### src/rtl/rr_select_arbiter_pkg.sv
// Shared types and constants for the round-robin select arbiter.
// The FSM state type and channel geometry live here for all users.
package rr_select_arbiter_pkg;

    localparam int NUM_CH = 4;
    localparam int SEL_W  = 2;

    typedef enum logic {
        ST_IDLE  = 1'b0,
        ST_GRANT = 1'b1
    } state_t;

    function automatic logic [NUM_CH-1:0] sel_onehot(
        input logic [SEL_W-1:0] s
    );
        logic [NUM_CH-1:0] v;
        v    = '0;
        v[s] = 1'b1;
        return v;
    endfunction

endpackage

### src/rtl/rr_select_arbiter_if.sv
// Request/grant bundle between the requesters and the select arbiter.
// slave is the arbiter side, master is the requester side.
interface rr_select_arbiter_if;
    import rr_select_arbiter_pkg::*;

    logic [NUM_CH-1:0] req;
    logic              done;
    logic [SEL_W-1:0]  select;
    logic              grant_valid;
    logic [NUM_CH-1:0] grant_onehot;
    logic              timeout;

    modport slave (
        input  req,
        input  done,
        output select,
        output grant_valid,
        output grant_onehot,
        output timeout
    );

    modport master (
        output req,
        output done,
        input  select,
        input  grant_valid,
        input  grant_onehot,
        input  timeout
    );

endinterface

### src/rtl/rr_priority_pick.sv
// Combinational first-set search of the request vector starting at ptr.
// Returns the winning channel and whether any channel is requesting.
module rr_priority_pick
    import rr_select_arbiter_pkg::*;
(
    input  logic [NUM_CH-1:0] i_req,
    input  logic [SEL_W-1:0]  i_ptr,
    output logic [SEL_W-1:0]  o_winner,
    output logic              o_any
);

    always_comb begin
        logic [SEL_W-1:0] v_idx;
        o_winner = '0;
        o_any    = 1'b0;
        v_idx    = '0;
        for (int i = 0; i < NUM_CH; i++) begin
            v_idx = i_ptr + SEL_W'(i);
            if (!o_any && i_req[v_idx]) begin
                o_winner = v_idx;
                o_any    = 1'b1;
            end
        end
    end

endmodule

### src/rtl/rr_select_arbiter.sv
// Round-robin arbiter driving a 4:1 mux select with a bounded hold time.
// Every output comes straight from a register; the grant is re-arbitrated after an idle bubble.
module rr_select_arbiter
    import rr_select_arbiter_pkg::*;
#(
    parameter int MAX_HOLD = 8
) (
    input  logic                clk,
    input  logic                rst_n,
    rr_select_arbiter_if.slave  bus
);

    localparam logic [7:0] HOLD_LAST = 8'(MAX_HOLD - 1);

    state_t            r_state;
    state_t            w_state_nxt;
    logic [SEL_W-1:0]  r_ptr;
    logic [SEL_W-1:0]  w_ptr_nxt;
    logic [SEL_W-1:0]  r_select;
    logic [SEL_W-1:0]  w_select_nxt;
    logic [7:0]        r_hold_cnt;
    logic [7:0]        w_hold_cnt_nxt;
    logic [NUM_CH-1:0] r_onehot;
    logic [NUM_CH-1:0] w_onehot_nxt;
    logic              r_timeout;
    logic              w_timeout_nxt;

    logic [SEL_W-1:0]  w_winner;
    logic              w_any;
    logic              w_early_rel;
    logic              w_hold_rel;

    rr_priority_pick u_pick (
        .i_req    (bus.req),
        .i_ptr    (r_ptr),
        .o_winner (w_winner),
        .o_any    (w_any)
    );

    // done or a dropped request wins over the hold limit, so no timeout then
    assign w_early_rel = bus.done || !bus.req[r_select];
    assign w_hold_rel  = (r_hold_cnt == HOLD_LAST);

    always_ff @(posedge clk or negedge rst_n) begin
        if (!rst_n) begin
            r_state    <= ST_IDLE;
            r_ptr      <= '0;
            r_select   <= '0;
            r_hold_cnt <= '0;
            r_onehot   <= '0;
            r_timeout  <= 1'b0;
        end else begin
            r_state    <= w_state_nxt;
            r_ptr      <= w_ptr_nxt;
            r_select   <= w_select_nxt;
            r_hold_cnt <= w_hold_cnt_nxt;
            r_onehot   <= w_onehot_nxt;
            r_timeout  <= w_timeout_nxt;
        end
    end

    always_comb begin
        w_state_nxt    = r_state;
        w_ptr_nxt      = r_ptr;
        w_select_nxt   = r_select;
        w_hold_cnt_nxt = r_hold_cnt;
        w_onehot_nxt   = r_onehot;
        w_timeout_nxt  = 1'b0;
        unique case (r_state)
            ST_IDLE: begin
                w_onehot_nxt = '0;
                if (w_any) begin
                    w_state_nxt    = ST_GRANT;
                    w_select_nxt   = w_winner;
                    w_hold_cnt_nxt = '0;
                    w_onehot_nxt   = sel_onehot(w_winner);
                end
            end
            ST_GRANT: begin
                if (w_early_rel || w_hold_rel) begin
                    w_state_nxt   = ST_IDLE;
                    w_ptr_nxt     = r_select + SEL_W'(1);
                    w_onehot_nxt  = '0;
                    w_timeout_nxt = !w_early_rel;
                end else begin
                    w_hold_cnt_nxt = r_hold_cnt + 8'd1;
                end
            end
            default: begin
                w_state_nxt = ST_IDLE;
            end
        endcase
    end

    assign bus.select       = r_select;
    assign bus.grant_valid  = (r_state == ST_GRANT);
    assign bus.grant_onehot = r_onehot;
    assign bus.timeout      = r_timeout;

endmodule

### src/flat_wrapper.sv
// flat-port wrapper written by rule: the top's interface ports become plain ports
module rr_select_arbiter_flat import rr_select_arbiter_pkg::*;
#(
    parameter int MAX_HOLD = 8
)
  (clk, rst_n, bus_req, bus_done, bus_select, bus_grant_valid, bus_grant_onehot, bus_timeout);
  rr_select_arbiter_if bus_i ();
  input  logic clk;
  input  logic rst_n;
  input wire logic [$bits(bus_i.req)-1:0] bus_req;
  input wire logic [$bits(bus_i.done)-1:0] bus_done;
  output wire logic [$bits(bus_i.select)-1:0] bus_select;
  output wire logic [$bits(bus_i.grant_valid)-1:0] bus_grant_valid;
  output wire logic [$bits(bus_i.grant_onehot)-1:0] bus_grant_onehot;
  output wire logic [$bits(bus_i.timeout)-1:0] bus_timeout;
  assign bus_i.req = bus_req;
  assign bus_i.done = bus_done;
  assign bus_select = bus_i.select;
  assign bus_grant_valid = bus_i.grant_valid;
  assign bus_grant_onehot = bus_i.grant_onehot;
  assign bus_timeout = bus_i.timeout;
  rr_select_arbiter #(.MAX_HOLD(MAX_HOLD)) u_core (.clk(clk), .rst_n(rst_n), .bus(bus_i));
endmodule
### config.mk
export PLATFORM = sky130hd
export DESIGN_NAME = rr_select_arbiter_flat
export DESIGN_NICKNAME = d
export VERILOG_FILES = /design/src/rtl/rr_select_arbiter_pkg.sv /design/src/rtl/rr_select_arbiter_if.sv /design/src/rtl/rr_priority_pick.sv /design/src/rtl/rr_select_arbiter.sv /design/src/flat_wrapper.sv
export SDC_FILE = /design/constraint.sdc
export NUM_CORES = 1
export LEC_CHECK = 0
export CAP_MARGIN = 40
export CORE_MARGIN = 5
export CORE_UTILIZATION = 50
export CTS_CLUSTER_DIAMETER = 200
export DETAILED_ROUTE_END_ITERATION = 8
export PLACE_DENSITY = 0.84
export SLEW_MARGIN = 20
export SYNTH_ARGS = -nofsm -noshare
export SYNTH_HDL_FRONTEND = slang
export SYNTH_HIERARCHICAL = 1
export SYNTH_SLANG_ARGS = --single-unit
### constraint.sdc
create_clock -name clk -period 2.3 [get_ports clk]
set_clock_uncertainty 0.1 [all_clocks]
set_input_delay 0.575 -clock clk [delete_from_list [all_inputs] [get_ports clk]]
set_output_delay 0.575 -clock clk [all_outputs]
set_load 0.01 [all_outputs]
==> report_table.html <==
<table>
<tr><th>Metric</th><th>Value</th></tr>
<tr><th colspan="2">Floorplan</th></tr>
<tr><td>Core box area</td><td>1940 sq um</td></tr>
<tr><td>Cell Rows</td><td>16</td></tr>
<tr><td>Top-level I/O count</td><td>15</td></tr>
<tr><td>Chip Width</td><td>roughly 55 um</td></tr>
<tr><td>Floorplan die area</td><td>about 3000 sq um</td></tr>
<tr><td>Initial core utilization</td><td>51.5%</td></tr>
<tr><td>Die height</td><td>between 50 and 60 um</td></tr>
<tr><th colspan="2">Worst setup path</th></tr>
<tr><td>CP cell instances</td><td>clkdlybuf4s50_1</td></tr>
<tr><td>Critical path class</td><td>register to output pin</td></tr>
<tr><td>Cell family with most CP delay</td><td>buffers and inverters</td></tr>
<tr><td>Data arrival time of the critical path</td><td>roughly 1.4 ns</td></tr>
<tr><td>Slowest library cell on the worst path</td><td>clkdlybuf4s50_1</td></tr>
<tr><td>Kind of capture point of the worst setup path</td><td>output pin</td></tr>
<tr><td>Largest fanout on the critical path</td><td>10</td></tr>
<tr><td>Highest cell delay on the worst timing path</td><td>0.60 ns</td></tr>
<tr><td>Required time at the worst-slack endpoint</td><td>between 1.5 and 2 ns</td></tr>
<tr><td>CP Buf/Inv Count</td><td>1</td></tr>
<tr><td>Startpoint types</td><td>register</td></tr>
<tr><th colspan="2">Synthesis</th></tr>
<tr><td>Proportion of synthesized area in mux cells</td><td>7.38%</td></tr>
<tr><td>Flops &amp; latches, synth</td><td>18</td></tr>
<tr><td>Fraction of the mapped netlist area in simple logic gates</td><td>around a fifth</td></tr>
<tr><td>Post-Synth Adder-Cell Area</td><td>about 1.3%</td></tr>
<tr><td>Syn_area_per_cell</td><td>about 9.5 sq um</td></tr>
<tr><td>Commonest cells in the netlist</td><td>dfrtp_1 (18), nand2_1 (16), inv_1 (7)</td></tr>
<tr><td>Compound-gate portion of the synthesized area</td><td>19.9%</td></tr>
<tr><td>YS warnings</td><td>6</td></tr>
<tr><td>Area of the mapped netlist</td><td>around 1000 sq um</td></tr>
<tr><td>Count of unique library cells instantiated by Yosys</td><td>40</td></tr>
<tr><td>Portion of synthesized cell area occupied by the leading cell type</td><td>about 45%</td></tr>
<tr><td>Nets in the synthesized netlist</td><td>between 100 and 150</td></tr>
<tr><td>Most used DFF post-synth</td><td>dfrtp_1</td></tr>
<tr><td>Cell with the most instances after synthesis</td><td>dfrtp_1</td></tr>
<tr><td>Post-synthesis cell type with the largest combined area</td><td>dfrtp_1</td></tr>
<tr><td>Dominant combinational cell family by area after synthesis</td><td>simple AND/OR/NAND/NOR gates</td></tr>
<tr><td>Leading cell types by total area after synthesis</td><td>dfrtp_1 (45%), nand2_1 (6.0%), mux2i_1 (4.0%), inv_1 (2.6%), mux2_2 (2.3%)</td></tr>
<tr><td>Sequential-to-total area share from yosys stat</td><td>45.1%</td></tr>
<tr><td>Share of async-settable or async-resettable flops after synthesis</td><td>100%</td></tr>
<tr><td>Synthesized-area fraction occupied by xor and xnor cells</td><td>~1.8%</td></tr>
<tr><td>Instance count of the mapped netlist</td><td>105</td></tr>
<tr><td>Number of flops mapped to enable cells by yosys</td><td>0</td></tr>
<tr><th colspan="2">CTS</th></tr>
<tr><td>CTS tree</td><td>done</td></tr>
<tr><td>Worst-case clock buffer depth</td><td>2</td></tr>
<tr><td>CTS Hold Buffers Added</td><td>0</td></tr>
<tr><td>PostCTS Resize Cnt</td><td>0</td></tr>
<tr><td>Num CTS Buffers</td><td>3</td></tr>
<tr><td>Clock latency on the worst-skew pair</td><td>roughly 0.28 ns</td></tr>
<tr><td>Clock sinks</td><td>18</td></tr>
<tr><td>Clock edge transition at the registers on the reported setup and hold paths</td><td>about 0.09 ns</td></tr>
<tr><td>Number of buffers added for setup after CTS</td><td>0</td></tr>
<tr><td>Clock root cell</td><td>clkbuf_4</td></tr>
<tr><td>Max H-tree Level</td><td>1</td></tr>
<tr><th colspan="2">Power and ir drop</th></tr>
<tr><td>Cell area power density</td><td>954 nW/um^2</td></tr>
<tr><td>Leakage</td><td>0.560 nW</td></tr>
<tr><td>IR drop worst, VDD</td><td>~0.62 mV</td></tr>
<tr><th colspan="2">Timing</th></tr>
<tr><td>Top achievable clock speed</td><td>approximately 0.48 GHz</td></tr>
<tr><td>Minimum period implied by the final worst setup slack</td><td>2.09 ns</td></tr>
<tr><td>Worst Tran Pin Value</td><td>around 0.38 ns</td></tr>
<tr><td>Setup repair after global routing missed its margin</td><td>false</td></tr>
<tr><td>Max-slew headroom at the worst pin</td><td>74.6%</td></tr>
<tr><td>Share of the clock period used by the worst path after layout</td><td>between 90% and 100%</td></tr>
<tr><td>Slew Viols, Final</td><td>0</td></tr>
<tr><td>Number of setup violations in the final report</td><td>0</td></tr>
<tr><td>Hold Vio Cnt, Final</td><td>0</td></tr>
<tr><th colspan="2">Global route</th></tr>
<tr><td>Pin count of the biggest net entering global routing</td><td>19</td></tr>
<tr><td>Overall fraction of global-route tracks in use</td><td>between 10% and 20%</td></tr>
<tr><td>Vias in the first global route</td><td>between 800 and 900</td></tr>
<tr><td>Number of antenna violations at the first check in global routing</td><td>0</td></tr>
<tr><td>Global-route wire length before repair</td><td>3.70 mm</td></tr>
<tr><td>Overall overflow remaining after global route</td><td>0</td></tr>
<tr><th colspan="2">Cells and area</th></tr>
<tr><td>Final core utilization</td><td>64.3%</td></tr>
<tr><td>Multi-input gate area</td><td>between 500 and 600 sq um</td></tr>
<tr><td># diodes</td><td>0</td></tr>
<tr><td>Number of filler instances in the final layout</td><td>165</td></tr>
<tr><td>Sequential cell area</td><td>450 sq um</td></tr>
<tr><td>Post-route standard cell area excluding fillers</td><td>between 1000 and 1500 sq um</td></tr>
<tr><td>Final nets</td><td>between 100 and 150</td></tr>
<tr><td>Synth-to-Final Area Change</td><td>24.9%</td></tr>
<tr><td>Share of post-route cells with drive strength above 1</td><td>between 10 and 15%</td></tr>
<tr><th colspan="2">Min path</th></tr>
<tr><td>Path category of the worst min-delay check</td><td>register to register</td></tr>
<tr><th colspan="2">Detailed routing</th></tr>
<tr><td>Detail Route Antenna Nets</td><td>0</td></tr>
<tr><td>Number of vias in the routed layout</td><td>874</td></tr>
<tr><td>DR DRC count</td><td>0</td></tr>
<tr><td>Drt total wl</td><td>between 2 and 2.5 mm</td></tr>
<tr><td>Number of DRC markers in iteration 0</td><td>31</td></tr>
<tr><td>DR vias/cell</td><td>5.64</td></tr>
<tr><td>Routed WL per cell</td><td>about 14 um</td></tr>
<tr><td>First-pass iteration count of the detailed router</td><td>4</td></tr>
<tr><th colspan="2">Run status</th></tr>
<tr><td>Outcome</td><td>completed</td></tr>
<tr><th colspan="2">Placed design</th></tr>
<tr><td>Placed inst area</td><td>roughly 1200 sq um</td></tr>
<tr><td>RD Place Congestion</td><td>between 0.8 and 0.9</td></tr>
<tr><td>Final HPWL DP</td><td>1.78 mm</td></tr>
<tr><td>Number of input and output port buffers inserted</td><td>14</td></tr>
<tr><th colspan="2">Run</th></tr>
<tr><td>Max Cap Violations</td><td>0</td></tr>
</table>
==> per-stage QoR <==
step	setup slack (ns)	instances	power (mW)	setup TNS [ns]	hold slack (ns)
finish	0.209	155	1.19	0	0.405
global route	0.115	155	1.28	0	0.444
CTS	0.195	155	1.20	0	0.408
detailed placement	-0.0542	152	1.05	-0.289	0.381
global placement	-0.00995	152	1.02	-0.0187	0.362
floorplan	0.379	105	0.805	0	0.179
==> routing by layer <==
layer / share of wire (%) / GRT usage [%] / routed length, um
met4: 1.9 / 8.30 / 41
met1: 40 / 18.6 / 874
met2: 54 / 32.3 / 1170
met5: 0 / 0 / 0
met3: 4.3 / 2.72 / 93
==> cell families (layout without fill, tap and decap cells) <==
group / count (synthesis) / after routing
AOI/OAI and AO/OA: 26 / 26
buffers and inverters: 11 / 34
xor gates and xnor gates: 2 / 2
DFF: 18 / 18
muxes: 7 / 7
and+or+nand+nor: 40 / 40
adders and majority gates: 1 / 1
==> flip-flops by register name, summed over array words and instances, names as in the netlist <==
register	count
u_core/r_hold_cnt	8
u_core/bus.grant_onehot	4
u_core/bus.select	2
u_core/r_ptr	2
u_core/bus.grant_valid	1
u_core/bus.timeout	1
==> power by group <==
part	total, mW	internal [mW]	switching [mW]
sequential	0.504	0.400	0.104
combinational	0.540	0.283	0.257
clock	0.148	0.0607	0.0872
total	1.19	0.743	0.448
==> final cells by class <==
type | instances | share of cell area, %
multi-input combinational | 76 | 40.4
sequential | 18 | 36.1
timing repair buffer | 23 | 16.6
tap | 27 | 2.71
inverter | 8 | 2.40
clock buffer | 3 | 1.80
==> cell usage in the layout (no fill, tap or decap), types with 2 or more instances in the layout <==
| cell | n |
|---|---|
| a211oi_1 | 2 |
| a21oi_1 | 4 |
| a31o_1 | 2 |
| buf_4 | 9 |
| clkbuf_4 | 3 |
| clkdlybuf4s50_1 | 14 |
| dfrtp_1 | 18 |
| inv_1 | 7 |
| mux2_2 | 2 |
| mux2i_1 | 4 |
| nand2_1 | 16 |
| nand2b_1 | 3 |
| nand3_1 | 4 |
| nor2_1 | 5 |
| nor2b_1 | 2 |
| nor3_1 | 2 |
| o21ai_0 | 4 |
| o21ai_1 | 2 |
| o221ai_1 | 2 |
| or3_1 | 2 |
==> path summary, 6_finish.rpt <==
path / depth (start not counted) / end / startpoint / slack, ns
max in group asynchronous: 2 / u_core/bus.select[1] / rst_n / 1.39
worst max register to register: 4 / u_core/r_hold_cnt[1] / u_core/r_hold_cnt[5] / 0.26
worst min-delay path: 1 / u_core/bus.grant_onehot[1] / u_core/bus.grant_onehot[1] / 0.41
min in group asynchronous: 2 / u_core/r_hold_cnt[1] / rst_n / 0.51
worst min register to register: 1 / u_core/bus.grant_onehot[1] / u_core/bus.grant_onehot[1] / 0.41
worst max-delay path: 1 / bus_grant_valid / u_core/bus.grant_valid / 0.21
(Power assumes the default switching activity.)
